`src/rtl/etai_pipe_adder_if.sv`:
```
// Operand/result handshake bundle for etai_pipe_adder.
//   master : operand source plus result sink. Drives in_valid, x, y, k_sel, exact_en and out_ready.
//   slave  : the adder. Drives in_ready, out_valid, s, cout and err_mag.
//   KW     : width of k_sel, sized to hold 0..K_MAX.
interface etai_pipe_adder_if #(
    parameter int N     = 16,
    parameter int K_MAX = 12
);
    localparam int KW = $clog2(K_MAX + 1);

    logic          in_valid;
    logic          in_ready;
    logic [N-1:0]  x;
    logic [N-1:0]  y;
    logic [KW-1:0] k_sel;
    logic          exact_en;
    logic          out_valid;
    logic          out_ready;
    logic [N-1:0]  s;
    logic          cout;
    logic [N:0]    err_mag;

    modport master (
        output in_valid, x, y, k_sel, exact_en, out_ready,
        input  in_ready, out_valid, s, cout, err_mag
    );

    modport slave (
        input  in_valid, x, y, k_sel, exact_en, out_ready,
        output in_ready, out_valid, s, cout, err_mag
    );
endinterface

```
`src/rtl/etai_pipe_adder.sv`:
```
// Two-stage pipelined Error Tolerant Adder type I with a runtime-selectable approximate width.
// Stage 1 registers the operands and the effective approximate width. Stage 2 registers the
// approximate sum, the upper-part carry and the absolute error against the exact sum.
// A statistics block counts result handshakes, counts erroneous results and tracks the largest error.
// Ports:
//   clk, rst  : rising-edge clock and synchronous active-high reset
//   bus       : operand/result valid-ready handshake bundle (slave side)
//   stats_clr : synchronous clear of the statistics. It takes priority over a same-cycle result handshake.
//   op_cnt    : number of completed result beats, saturating
//   err_cnt   : number of completed result beats with a non-zero error, saturating
//   max_err   : largest err_mag seen among completed result beats
module etai_pipe_adder #(
    parameter int N     = 16,
    parameter int K_MAX = 12,
    parameter int CW    = 16
) (
    input  logic                  clk,
    input  logic                  rst,
    etai_pipe_adder_if.slave      bus,
    input  logic                  stats_clr,
    output logic [CW-1:0]         op_cnt,
    output logic [CW-1:0]         err_cnt,
    output logic [N:0]            max_err
);
    localparam int              KW      = $clog2(K_MAX + 1);
    localparam logic [KW-1:0]   K_MAX_W = KW'(K_MAX);
    localparam logic [CW-1:0]   CNT_ONE = {{(CW-1){1'b0}}, 1'b1};
    localparam logic [CW-1:0]   CNT_MAX = {CW{1'b1}};

    // ETA-I sum in {cout, s} form.
    // The upper part is an exact add with the low k bits masked off, so no carry crosses into it.
    // In the low part, the highest position where both bits are 1 saturates itself and every lower bit to 1.
    // Positions above that point take the XOR of the two operand bits.
    function automatic logic [N:0] eta_add(input logic [N-1:0] a,
                                           input logic [N-1:0] b,
                                           input logic [KW-1:0] k);
        logic [N-1:0] lo_mask;
        logic [N-1:0] lo;
        logic         found;
        logic [N:0]   up;
        lo_mask = {N{1'b0}};
        lo      = {N{1'b0}};
        found   = 1'b0;
        for (int i = N - 1; i >= 0; i--) begin
            if (i < int'(k)) begin
                lo_mask[i] = 1'b1;
                if (a[i] & b[i]) begin
                    found = 1'b1;
                end else begin
                    found = found;
                end
                lo[i] = found | (a[i] ^ b[i]);
            end else begin
                lo[i] = 1'b0;
            end
        end
        up = {1'b0, a & ~lo_mask} + {1'b0, b & ~lo_mask};
        return up | {1'b0, lo};
    endfunction

    // Absolute difference of two N+1-bit values. The result always fits in N+1 bits.
    function automatic logic [N:0] abs_diff(input logic [N:0] a, input logic [N:0] b);
        logic [N:0] d;
        if (a >= b) begin
            d = a - b;
        end else begin
            d = b - a;
        end
        return d;
    endfunction

    logic          adv1_s;
    logic          adv2_s;
    logic          out_hs_s;
    logic [KW-1:0] k_eff_s;
    logic [N:0]    approx_s;
    logic [N:0]    exact_s;
    logic [N:0]    diff_s;

    logic          s1_valid_r;
    logic [N-1:0]  s1_x_r;
    logic [N-1:0]  s1_y_r;
    logic [KW-1:0] s1_k_r;

    logic          out_valid_r;
    logic [N-1:0]  s_r;
    logic          cout_r;
    logic [N:0]    err_mag_r;

    logic [CW-1:0] op_cnt_r;
    logic [CW-1:0] err_cnt_r;
    logic [N:0]    max_err_r;

    // Pipeline advance conditions. in_ready depends combinationally on out_ready, which allows full throughput.
    always_comb begin
        adv2_s   = !out_valid_r || bus.out_ready;
        adv1_s   = !s1_valid_r || adv2_s;
        out_hs_s = out_valid_r && bus.out_ready;
    end

    // Effective approximate width. exact_en forces 0, and oversize selections clamp to K_MAX.
    always_comb begin
        k_eff_s = {KW{1'b0}};
        if (bus.exact_en) begin
            k_eff_s = {KW{1'b0}};
        end else if (bus.k_sel > K_MAX_W) begin
            k_eff_s = K_MAX_W;
        end else begin
            k_eff_s = bus.k_sel;
        end
    end

    // Stage 2 datapath: approximate sum, exact reference sum and their absolute difference.
    always_comb begin
        approx_s = eta_add(s1_x_r, s1_y_r, s1_k_r);
        exact_s  = {1'b0, s1_x_r} + {1'b0, s1_y_r};
        diff_s   = abs_diff(exact_s, approx_s);
    end

    // Stage 1 register. exact_en is folded into the registered k, because k=0 already means an exact add.
    always_ff @(posedge clk) begin
        if (rst) begin
            s1_valid_r <= 1'b0;
            s1_x_r     <= {N{1'b0}};
            s1_y_r     <= {N{1'b0}};
            s1_k_r     <= {KW{1'b0}};
        end else if (adv1_s) begin
            s1_valid_r <= bus.in_valid;
            if (bus.in_valid) begin
                s1_x_r <= bus.x;
                s1_y_r <= bus.y;
                s1_k_r <= k_eff_s;
            end else begin
                s1_x_r <= s1_x_r;
                s1_y_r <= s1_y_r;
                s1_k_r <= s1_k_r;
            end
        end else begin
            s1_valid_r <= s1_valid_r;
        end
    end

    // Stage 2 register. The result fields only load with a new beat, so they hold stable during a stall.
    always_ff @(posedge clk) begin
        if (rst) begin
            out_valid_r <= 1'b0;
            s_r         <= {N{1'b0}};
            cout_r      <= 1'b0;
            err_mag_r   <= {(N+1){1'b0}};
        end else if (adv2_s) begin
            out_valid_r <= s1_valid_r;
            if (s1_valid_r) begin
                s_r       <= approx_s[N-1:0];
                cout_r    <= approx_s[N];
                err_mag_r <= diff_s;
            end else begin
                s_r       <= s_r;
                cout_r    <= cout_r;
                err_mag_r <= err_mag_r;
            end
        end else begin
            out_valid_r <= out_valid_r;
        end
    end

    // Result statistics. A clear in the same cycle as a handshake wins, so that beat is not counted.
    always_ff @(posedge clk) begin
        if (rst) begin
            op_cnt_r  <= {CW{1'b0}};
            err_cnt_r <= {CW{1'b0}};
            max_err_r <= {(N+1){1'b0}};
        end else if (stats_clr) begin
            op_cnt_r  <= {CW{1'b0}};
            err_cnt_r <= {CW{1'b0}};
            max_err_r <= {(N+1){1'b0}};
        end else if (out_hs_s) begin
            if (op_cnt_r != CNT_MAX) begin
                op_cnt_r <= op_cnt_r + CNT_ONE;
            end else begin
                op_cnt_r <= op_cnt_r;
            end
            if ((err_mag_r != {(N+1){1'b0}}) && (err_cnt_r != CNT_MAX)) begin
                err_cnt_r <= err_cnt_r + CNT_ONE;
            end else begin
                err_cnt_r <= err_cnt_r;
            end
            if (err_mag_r > max_err_r) begin
                max_err_r <= err_mag_r;
            end else begin
                max_err_r <= max_err_r;
            end
        end else begin
            op_cnt_r  <= op_cnt_r;
            err_cnt_r <= err_cnt_r;
            max_err_r <= max_err_r;
        end
    end

    assign bus.in_ready  = adv1_s;
    assign bus.out_valid = out_valid_r;
    assign bus.s         = s_r;
    assign bus.cout      = cout_r;
    assign bus.err_mag   = err_mag_r;
    assign op_cnt        = op_cnt_r;
    assign err_cnt       = err_cnt_r;
    assign max_err       = max_err_r;
endmodule

```
`src/flat_wrapper.sv`:
```
// flat-port wrapper written by rule: the top's interface ports become plain ports
module etai_pipe_adder_flat 
#(
    parameter int N     = 16,
    parameter int K_MAX = 12,
    parameter int CW    = 16
)
  (clk, rst, stats_clr, op_cnt, err_cnt, max_err, bus_in_valid, bus_x, bus_y, bus_k_sel, bus_exact_en, bus_out_ready, bus_in_ready, bus_out_valid, bus_s, bus_cout, bus_err_mag);
  etai_pipe_adder_if #(.N(N), .K_MAX(K_MAX)) bus_i ();
  input  logic clk;
  input  logic rst;
  input  logic stats_clr;
  output logic [CW-1:0] op_cnt;
  output logic [CW-1:0] err_cnt;
  output logic [N:0] max_err;
  input wire logic [$bits(bus_i.in_valid)-1:0] bus_in_valid;
  input wire logic [$bits(bus_i.x)-1:0] bus_x;
  input wire logic [$bits(bus_i.y)-1:0] bus_y;
  input wire logic [$bits(bus_i.k_sel)-1:0] bus_k_sel;
  input wire logic [$bits(bus_i.exact_en)-1:0] bus_exact_en;
  input wire logic [$bits(bus_i.out_ready)-1:0] bus_out_ready;
  output wire logic [$bits(bus_i.in_ready)-1:0] bus_in_ready;
  output wire logic [$bits(bus_i.out_valid)-1:0] bus_out_valid;
  output wire logic [$bits(bus_i.s)-1:0] bus_s;
  output wire logic [$bits(bus_i.cout)-1:0] bus_cout;
  output wire logic [$bits(bus_i.err_mag)-1:0] bus_err_mag;
  assign bus_i.in_valid = bus_in_valid;
  assign bus_i.x = bus_x;
  assign bus_i.y = bus_y;
  assign bus_i.k_sel = bus_k_sel;
  assign bus_i.exact_en = bus_exact_en;
  assign bus_i.out_ready = bus_out_ready;
  assign bus_in_ready = bus_i.in_ready;
  assign bus_out_valid = bus_i.out_valid;
  assign bus_s = bus_i.s;
  assign bus_cout = bus_i.cout;
  assign bus_err_mag = bus_i.err_mag;
  etai_pipe_adder #(.N(N), .K_MAX(K_MAX), .CW(CW)) u_core (.clk(clk), .rst(rst), .bus(bus_i), .stats_clr(stats_clr), .op_cnt(op_cnt), .err_cnt(err_cnt), .max_err(max_err));
endmodule
```
`config.mk`:
```
export PLATFORM = sky130hd
export DESIGN_NAME = etai_pipe_adder_flat
export DESIGN_NICKNAME = d
export VERILOG_FILES = /design/src/rtl/etai_pipe_adder_if.sv /design/src/rtl/etai_pipe_adder.sv /design/src/flat_wrapper.sv
export SDC_FILE = /design/constraint.sdc
export NUM_CORES = 1
export LEC_CHECK = 0
export BUFFER_PORTS_ARGS = -buffer_cell sky130_fd_sc_hd__buf_4
export CORE_UTILIZATION = 59
export CTS_CLUSTER_DIAMETER = 150
export DETAILED_ROUTE_END_ITERATION = 8
export GPL_TIMING_DRIVEN = 0
export PLACE_DENSITY = 0.8
export SLEW_MARGIN = 5
export SYNTH_ARGS = -nofsm -noshare
export SYNTH_HDL_FRONTEND = slang
export SYNTH_SLANG_ARGS = --single-unit
```
`constraint.sdc`:
```
create_clock -name clk -period 6.73 [get_ports clk]
set_input_delay 0.673 -clock clk [delete_from_list [all_inputs] [get_ports clk]]
set_output_delay 0.673 -clock clk [all_outputs]
set_load 0.01 [all_outputs]
```
==> results of run 1 <==
[synthesized netlist by cell type, drive strengths merged (3+ instances only)]
library cell / count
and2: 27
nor2b: 13
and3: 12
a31o: 5
nand4: 16
nor2: 104
inv: 74
mux2i: 29
nand2: 123
o31a: 3
nand3b: 3
a21oi: 117
a211o: 6
o21bai: 7
nand3: 31
a221oi: 3
xnor2: 41
mux2: 5
clkbuf: 36
nand2b: 4
ha: 84
o21a: 8
o21ai: 46
nor4: 9
a21o: 31
and4: 7
nor3: 18
buf: 16
or2: 6
xor2: 16
or3: 16
fa: 4
a211oi: 21
dfxtp: 121
o31ai: 3
a31oi: 10
[metal layers]
metal	up-vias	routed length, um	track usage (%)
met3	52	1300	5.39
met1	3976	11000	41.7
met5	-	0	0
met4	0	748	14.5
li1	4165	-	-
met2	287	11900	56.5
[worst max-delay path by stage]
stage,to,start,depth (start not counted)
3_5_place_dp,u_core.bus.err_mag[16],u_core.s1_k_r[2],27
4_1_cts,u_core.bus.err_mag[16],u_core.s1_k_r[3],26
2_1_floorplan,u_core.bus.err_mag[10],u_core.s1_k_r[2],27
5_1_grt,u_core.bus.err_mag[10],u_core.s1_k_r[3],26
3_3_place_gp,u_core.bus.err_mag[16],u_core.s1_k_r[2],27
6_report,u_core.bus.err_mag[16],u_core.s1_k_r[3],26
[area by class of cell]
type	count	area [um2]	share of cell area, %
clock inverter	15	191	1.84
inverter	74	278	2.67
timing repair buffer	125	938	9.02
multi-input combinational	859	5680	54.6
buffer	51	240	2.31
clock buffer	17	425	4.09
sequential	121	2420	23.3
tap	180	225	2.17
[worst max-delay path: stages (launching register included)]
cell and delay (ns):
dfxtp_2 0.37, clkbuf_2 0.21, or3_1 0.48, nor2_1 0.13, and2_1 0.14, ha_1 0.18, inv_1 0.06, fa_1 0.40
nor2b_1 0.13, o21ai_1 0.10, a21boi_2 0.27, o2111a_1 0.24, o31a_1 0.17, o21ai_0 0.13, nand2b_1 0.11, xnor2_1 0.19
nand2_1 0.11, ha_1 0.37, inv_1 0.17, o21bai_1 0.16, or4b_1 0.49, or3b_4 0.44, a31o_2 0.24, buf_2 0.19
a2111oi_1 0.46, a211oi_1 0.12, a211o_1 0.27
[what timing repair did]
item / CTS / global route
setup endpoints to repair: 13 / 14
pin swaps: 0 / 1
resized for setup: 3 / 12
[sequential cells by signal, indices dropped and copies added (netlist names), 4 cells and up]
| register | count |
|---|---|
| u_core.bus.err_mag | 17 |
| u_core.max_err | 17 |
| u_core.bus.s | 16 |
| u_core.err_cnt | 16 |
| u_core.op_cnt | 16 |
| u_core.s1_x_r | 16 |
| u_core.s1_y_r | 16 |
| u_core.s1_k_r | 4 |
[stage by stage]
stage               utilization (%)  area (um2)
global route                   74.1       10400
CTS                            74.0       10400
finish                         74.1       10400
detailed placement             69.6        9770
global placement               69.6        9770
floorplan                         -        8610
[logic make-up (layout without fill, tap and decap cells)]
logic type                 Yosys count  in the layout
AOI/OAI and AO/OA                  282            282
xor gates and xnor gates            57             57
adders and majority gates           88             88
buffers and inverters              126            282
DFF                                121            121
muxes                               34             34
and+or+nand+nor                    398            398
[power breakdown]
part           total, W  internal, W  switching, W
combinational  0.000882     0.000377      0.000505
clock          0.000966     0.000591      0.000376
sequential     0.000795     0.000752     0.0000424
==> run summary, run 1 <==
Num ports: 127
DP Worst Slack: -0.283 ns
Adder and majority gate portion of the synthesized area: 13.1%
Crit share post-route: 96.1%
CTS root buf: clkbuf_16
Syn nets: 1236
Leakage power: 4.90 nW
Power Total: 0.00264 W
Non-Filler Instances: 1442
CTS HTree Levels: 4
Register area share after synthesis: 28.1%
Final hold vios: 0
DRT Pass-1 Iters: 7
Worst VDD drop: 0.190 mV
Max cap viols: 0
Arrival @ worst endpoint: 6.78 ns
Clock buffer count from CTS: 17
Setup crit end kind: register
Routed len/inst: 17.2 um
Vias: 8480
Status: finished, final reports clean
Final hold slack: 0.458 ns
Type of the tightest min-delay check: in2reg
Post-route setup slack: 0.265 ns
Diode count: 0
Post-Syn Instances: 1106
First-pass GRT wire length: 38400 um
Leading area contributor after synthesis: dfxtp_1
GR Overflow Total: 0
Top FF cell, synth: dfxtp_1
RD Place Congestion: 0.918
CP Launch Type: register
Most frequent cells in the layout: 126 x buf_4, 123 x nand2_1, 119 x dfxtp_1, 115 x a21oi_1, 104 x nor2_1
Post-synthesis xor/xnor area fraction: 5.80%
DRT Wirelength: 24900 um
GRT Total Usage: 33.4%
CTS tree: built
Sink Count: 121
WP data required: 7.04 ns
Worst Max-Slew Pin Slew: 0.791 ns
Final Net Count: 1379
Largest net degree at the start of global routing: 17
I/O Buffers: 125
Synthesized cell area: 8610 um2
Drc violations: 0
Die Area: 15100 um2
Fraction of registers with async set/reset: 0%
Pins Over Slew Limit: 0
Synth cell types: 65
Hold Startpoint: bus_in_valid
1st-iter DRT viols: 543
Final setup TNS: 0 ns
Hold Crit Depth: 3
Synthesized area per cell: 7.78 um2
Worst Skew: 0.0126 ns
Layout cells sized above 1: 15.8%
Area contributors post-synth: dfxtp_1 28%, ha_1 12%, a21oi_1 6.7%
YS warnings: 0
Post-synth EDFFs: 0
DP HPWL: 19100 um
Worst skew pair latency: 0.44 ns
Most common cell after layout, fill and taps aside: buf_4
Postcts setup bufs: 0
Flops & latches, synth: 121
Fmax: 155 MHz
Die W: 123 um
Synth top area share: 28.1%
Vias in the first global route: 7738
Area grow syn2layout: 20.9%
CTS max path bufs: 2
Placed insts: 1411
Post-CTS Hold Buffers: 0
Mux contribution to synthesized area: 4.03%
Largest family of logic cells by synthesized area: simple AND/OR/NAND/NOR gates
Power density over cell area: 254 nW/um2
Post-synthesis compound-gate area fraction: 20.6%
Hold Path Sink: u_core.s1_valid_r
Max FO, Critical Path: 10
Layout fillers: 1186
R2R depth: 26
Minimum clock period: 6.46 ns
ANT nets after route: 0
Relative slew slack: 47.3%
Synth Area in Simple Gates: 22.3%
Final setup vio count: 0
R2r endpoint: u_core.bus.err_mag[16]
Crit path kind: reg2reg
Die H: 123 um
RSZ-0062 raised after global routing: false
Initial antenna violation count: 0
Core box area: 14000 um2
Starting Density: 61.3%
Cell row count: 43
R2R Path Start: u_core.s1_k_r[3]
Setup slack, reg-to-reg: 0.27 ns
Vias/cell: 5.88
Worst-path clk slew: 0.06 ns
Note: power is estimated with default switching activity, not from simulation.
==> run 2: changes to the inputs <==
- ABC_CLOCK_PERIOD_IN_PS: unset -> 6730
- CORE_MARGIN: unset -> 3
- CORE_UTILIZATION: 59 -> 50
- PLACE_DENSITY: 0.8 -> 0.69
==> run summary, run 2 (synthesized netlist as in run 1, its figures left out) <==
Status: finished, final reports clean
Largest net degree at the start of global routing: 17 (unchanged)
Area grow syn2layout: 21.5%
DRT Wirelength: 25100 um (+0.79%)
Vias/cell: 5.63 (-4.2%)
Vias: 8349 (-1.5%)
Utilization after layout: 62.6% (-11 points)
CTS HTree Levels: 4 (unchanged)
Crit share post-route: 94.8% (-1.3 points)
Relative slew slack: 46.7% (-0.52 points)
Die W: 137 um (+12%)
Layout cells sized above 1: 15.8% (unchanged)
Num ports: 127 (unchanged)
Delay-heaviest family, CP: simple AND/OR/NAND/NOR gates
CTS tree: built
Setup crit end kind: register
Diode count: 0 (unchanged)
Max FO, Critical Path: 10 (unchanged)
WP data required: 7.04 ns (about the same)
Sink Count: 121 (unchanged)
Worst skew pair latency: 0.43 ns (about the same)
RD Place Congestion: 0.966 (+5.2%)
Critical path's slowest cell: or4b_1
1st-iter DRT viols: 579 (+6.6%)
Power density over cell area: 251 nW/um2 (-1.3%)
Buffer and inverter count on the worst path: 3 (-1)
Clock buffer count from CTS: 17 (unchanged)
CTS root buf: clkbuf_16
I/O Buffers: 125 (unchanged)
Most frequent cells in the layout: 127 x buf_4, 123 x nand2_1, 120 x dfxtp_1, 115 x a21oi_1, 104 x nor2_1
First-pass GRT wire length: 39300 um (+2.5%)
Worst VDD drop: 0.196 mV (+3.5%)
Final hold slack: 0.463 ns (+0.00474 ns)
Worst-path clk slew: 0.06 ns (about the same)
DP HPWL: 19500 um (+2.1%)
Die H: 137 um (+12%)
Leakage power: 4.91 nW (about the same)
GRT Total Usage: 26.6% (-6.8 points)
Core box area: 16700 um2 (+19%)
Final Net Count: 1380 (+0.073%)
Minimum clock period: 6.38 ns (-0.0843 ns)
Final setup vio count: 0 (unchanged)
Final hold vios: 0 (unchanged)
Fmax: 157 MHz (+1.3%)
ANT nets after route: 0 (unchanged)
Crit path kind: reg2reg
Most common cell after layout, fill and taps aside: buf_4
Max cap viols: 0 (unchanged)
Starting Density: 51.5% (-9.8 points)
Initial antenna violation count: 0 (unchanged)
CP max stage delay: 0.48 ns (about the same)
Pins Over Slew Limit: 0 (unchanged)
Arrival @ worst endpoint: 6.69 ns (-0.09 ns)
Worst Skew: 0.00656 ns (-0.00606 ns)
Vias in the first global route: 7775 (+0.48%)
CTS max path bufs: 2 (unchanged)
Cell row count: 47 (+9.3%)
Routed len/inst: 16.9 um (-1.9%)
GR Overflow Total: 0 (unchanged)
Type of the tightest min-delay check: reg2reg
Die Area: 18800 um2 (+25%)
Drc violations: 0 (unchanged)
DRT Pass-1 Iters: 7 (unchanged)
CP Launch Type: register
Worst Max-Slew Pin Slew: 0.799 ns (+0.00775 ns)
==> run 2: cell types whose count changed in the layout (fill, tap and decap cells not counted) <==
| cell | previous run | this run |
|---|---|---|
| inv_6 | 3 | 1 |
| clkbuf_4 | 1 | 0 |
| inv_8 | 2 | 1 |
| buf_2 | 6 | 7 |
| dfxtp_1 | 119 | 120 |
| buf_4 | 126 | 127 |
| xnor2_2 | 0 | 1 |
| o21ai_1 | 2 | 1 |
| clkbuf_8 | 0 | 1 |
| xnor2_1 | 41 | 40 |
| dfxtp_2 | 2 | 1 |
| clkinv_4 | 4 | 5 |
| o21ai_0 | 44 | 45 |
==> run 2: final timing paths <==
| kind | from | slack [ns] | end | cells after the start |
|---|---|---|---|---|
| worst max-delay path | u_core.s1_k_r[3] | 0.35 | u_core.bus.err_mag[10] | 26 |
| worst min register to register | u_core.s1_y_r[15] | 0.46 | u_core.s1_y_r[15] | 2 |
| worst min-delay path | u_core.s1_y_r[15] | 0.46 | u_core.s1_y_r[15] | 2 |
| worst max register to register | u_core.s1_k_r[3] | 0.35 | u_core.bus.err_mag[10] | 26 |
==> run 2: layout make-up <==
| class | instances | area [um2] |
|---|---|---|
| inverter | 74 | 278 |
| timing repair buffer | 126 | 946 |
| buffer | 51 | 238 |
| fill | 1571 | 6240 |
| tap | 220 | 275 |
| clock inverter | 13 | 171 |
| sequential | 121 | 2420 |
| clock buffer | 18 | 439 |
| multi-input combinational | 859 | 5690 |
==> run 2: repair_timing <==
item,in CTS,in global routing
hold buffers,0,0
cloned,0,0
pin swaps,0,1
resized for setup,2,12
setup buffers,0,1
setup endpoints to repair,12,14
==> run 2: worst reg2reg max path, stage by stage (launching register included) <==
cell	delay, ns
dfxtp_1	0.39
clkbuf_2	0.24
or3_1	0.47
nor2_1	0.12
and2_1	0.14
ha_1	0.18
inv_1	0.06
fa_1	0.40
nor2b_1	0.13
o21ai_1	0.09
a21boi_2	0.25
o2111a_1	0.24
o31a_1	0.17
o21ai_0	0.12
nand2b_1	0.15
xnor2_2	0.14
nand2_1	0.09
ha_1	0.36
inv_1	0.17
o21bai_1	0.17
or4b_1	0.48
or3b_4	0.44
a31oi_4	0.28
mux2_2	0.39
a21oi_1	0.19
nor4_1	0.07
a311o_1	0.32
==> run 2: metrics by stage <==
step                      worst slack (ns)  setup TNS [ns]  cells  area [um2]  power [W]
after detailed placement            -0.197          -0.999   1451        9820    0.00167
after global routing              -0.00255        -0.00255   1482       10500    0.00276
after global placement              -0.247           -1.32   1451        9820    0.00166
after floorplan                      0.776               0   1106        8610    0.00142
final                                0.349               0   1482       10500    0.00262
after CTS                           0.0640               0   1481       10400    0.00262
==> run 2: where the power goes <==
| group | internal [W] | switching [W] | leakage (nW) |
|---|---|---|---|
| clock | 0.000594 | 0.000361 | 0.298 |
| sequential | 0.000752 | 0.0000426 | 0.988 |
| combinational | 0.000377 | 0.000496 | 3.62 |
==> run 2: layer usage <==
layer / wire, um / share of wire, % / vias up / track usage [%]
li1: - / - / 4167 / -
met1: 11100 / 44 / 3859 / 34.3
met2: 11900 / 48 / 274 / 44.6
met3: 1320 / 5.3 / 49 / 4.09
met4: 709 / 2.8 / 0 / 10.3
met5: 0 / 0 / - / 0
==> run 3: changes to the inputs <==
- ABC_AREA: unset -> 1
==> run summary, run 3 <==
First-pass GRT wire length: 43000 um (+9.4%)
Layout fillers: 1773 (+13%)
Power density over cell area: 267 nW/um2 (+6.6%)
Post-synth EDFFs: 0 (unchanged)
Crit share post-route: 72.2% (-23 points)
Final setup TNS: 0 ns (unchanged)
Synthesized cell area: 9330 um2 (+8.4%)
CP dominant cell by count: inv_1
Worst-path clk slew: 0.06 ns (about the same)
Synth Area in Simple Gates: 23.7% (+1.3 points)
CP Launch Type: register
CTS root buf: clkbuf_16
CP max stage delay: 0.39 ns (-0.09 ns)
Register area share after synthesis: 26.0% (-2.2 points)
Post-CTS Hold Buffers: 0 (unchanged)
Hold Startpoint: u_core.max_err[2]
Worst Max-Slew Pin Slew: 0.663 ns (-0.136 ns)
Minimum clock period: 4.86 ns (-1.52 ns)
Mux contribution to synthesized area: 0% (-4.0 points)
Setup crit end kind: register
YS warnings: 0 (unchanged)
Most frequent cells in the layout: 224 x inv_1, 202 x nand2_1, 138 x a21oi_1, 136 x nor2_1, 133 x buf_4
Leakage power: 5.45 nW (+11%)
R2R Path Start: u_core.s1_k_r[0]
Delay-heaviest family, CP: simple AND/OR/NAND/NOR gates
Final setup vio count: 0 (unchanged)
Top FF cell, synth: dfxtp_1
Num ports: 127 (unchanged)
Type of the tightest min-delay check: reg2reg
Utilization after layout: 61.4% (-1.2 points)
Fmax: 206 MHz (+31%)
Top cells by count, synth: 224 x inv_1, 202 x nand2_1, 138 x a21oi_1, 136 x nor2_1, 121 x dfxtp_1
Vias/cell: 5.25 (-6.8%)
Worst skew pair latency: 0.42 ns (about the same)
Final hold slack: 0.474 ns (+0.0110 ns)
Pins Over Slew Limit: 0 (unchanged)
Area contributors post-synth: dfxtp_1 26%, ha_1 11%, inv_1 9.0%
Post_cts resized: 0 (-2)
Buffer and inverter count on the worst path: 8 (+5)
Worst VDD drop: 0.197 mV (+0.39%)
Fraction of registers with async set/reset: 0% (unchanged)
CTS HTree Levels: 4 (unchanged)
DRT Pass-1 Iters: 5 (-2)
R2R depth: 28 (+7.7%)
Hold Crit Depth: 2 (unchanged)
Post-route setup slack: 1.87 ns (+1.52 ns)
RSZ-0062 raised after global routing: false
Initial antenna violation count: 0 (unchanged)
Synthesized area per cell: 6.86 um2 (-12%)
Synth top area share: 26.0% (-2.2 points)
Arrival @ worst endpoint: 5.17 ns (-1.52 ns)
Die Area: 20300 um2 (+8.0%)
Largest family of logic cells by synthesized area: simple AND/OR/NAND/NOR gates
CTS tree: built
Relative slew slack: 55.8% (+9.1 points)
Flops & latches, synth: 121 (unchanged)
Adder and majority gate portion of the synthesized area: 12.1% (-1.0 points)
Count leader, synth: inv_1
Core box area: 18100 um2 (+8.7%)
Most common cell after layout, fill and taps aside: inv_1
Max cap viols: 0 (unchanged)
Layout cells sized above 1: 17.1% (+1.2 points)
DRT Wirelength: 26400 um (+5.4%)
Power Total: 0.00298 W (+14%)
Postcts setup bufs: 0 (unchanged)
DP HPWL: 21700 um (+11%)
I/O Buffers: 125 (unchanged)
WP data required: 7.04 ns (about the same)
Worst Skew: 0.0104 ns (+0.00388 ns)
Critical path's slowest cell: fa_1
Final hold vios: 0 (unchanged)
Hold Path Sink: u_core.max_err[2]
Die W: 143 um (+3.9%)
Leading area contributor after synthesis: dfxtp_1
GRT Total Usage: 26.3% (-0.28 points)
Syn nets: 1489 (+20%)
Synth cell types: 53 (-18%)
Diode count: 0 (unchanged)
Largest net degree at the start of global routing: 17 (unchanged)
Max FO, Critical Path: 10 (unchanged)
RD Place Congestion: 0.957 (-0.91%)
Area grow syn2layout: 19.5%
Sink Count: 121 (unchanged)
Routed len/inst: 15.1 um (-10%)
Die H: 143 um (+3.9%)
Status: finished, final reports clean
Post-Syn Instances: 1359 (+23%)
Final Net Count: 1633 (+18%)
Post-synthesis xor/xnor area fraction: 5.35% (-0.45 points)
Setup slack, reg-to-reg: 1.87 ns (+1.52 ns)
Post-synthesis compound-gate area fraction: 20.6% (+0.049 points)
Clock buffer count from CTS: 17 (unchanged)
DP Worst Slack: 1.92 ns (+2.12 ns)
CTS max path bufs: 2 (unchanged)
Drc violations: 0 (unchanged)
R2r endpoint: u_core.bus.err_mag[7]
ANT nets after route: 0 (unchanged)
Crit path kind: reg2reg
Vias in the first global route: 8757 (+13%)
GR Overflow Total: 0 (unchanged)
1st-iter DRT viols: 497 (-14%)
Cell row count: 49 (+4.3%)
Starting Density: 51.4% (-0.14 points)
Vias: 9167 (+9.8%)
## run 3: area by class of cell
class | instances | area (um2) | area share (%)
multi-input cells | 955 | 5760 | 51.7
flip-flops and latches | 121 | 2420 | 21.7
repair buffers | 125 | 938 | 8.42
inverters | 240 | 903 | 8.10
clock buffers | 19 | 453 | 4.06
well taps | 229 | 287 | 2.57
plain buffers | 43 | 239 | 2.14
clock inverters | 13 | 143 | 1.28
## run 3: how the worst max path moves through the flow
stage | start | cells past startpoint | to
6_report | u_core.s1_k_r[0] | 28 | u_core.bus.err_mag[7]
5_1_grt | u_core.s1_k_r[1] | 26 | u_core.bus.err_mag[15]
4_1_cts | u_core.s1_k_r[1] | 28 | u_core.bus.err_mag[14]
3_5_place_dp | u_core.s1_k_r[1] | 28 | u_core.bus.err_mag[7]
3_3_place_gp | u_core.s1_k_r[3] | 27 | u_core.bus.err_mag[14]
2_1_floorplan | u_core.s1_k_r[3] | 24 | u_core.bus.err_mag[6]
## run 3: cells by family (layout without fill, tap and decap cells)
kind of cell | after synthesis | in the layout
AOI/OAI and AO/OA | 326 | 326
xor gates and xnor gates | 57 | 57
adders and majority gates | 88 | 88
buffers and inverters | 283 | 440
DFF | 121 | 121
and+or+nand+nor | 484 | 484
## run 3: power breakdown
part	total, W	internal [W]	switching [W]
combinational	0.00125	0.000473	0.000780
sequential	0.000799	0.000758	0.0000405
clock	0.000929	0.000567	0.000361
total	0.00298	0.00180	0.00118
## run 3: worst min-delay path, cell delays in order, from the launching register on
cell and delay (ns):
dfxtp_1 0.31, inv_1 0.07, a21oi_1 0.05
## run 3: metal layers
layer / share of wire (%) / wire (um) / vias to the layer above / GRT usage [%]
met4: 2.5 / 664 / 0 / 9.05
li1: - / - / 4742 / -
met2: 49 / 12900 / 239 / 46.3
met5: 0 / 0 / - / 0
met3: 4.6 / 1210 / 42 / 3.16
met1: 44 / 11600 / 4144 / 33.1
## run 3: per-stage QoR
step / instances / cell area (um2)
finish: 1745 / 11100
global route: 1745 / 11100
CTS: 1745 / 11100
detailed placement: 1713 / 10600
global placement: 1713 / 10600
floorplan: 1359 / 9330
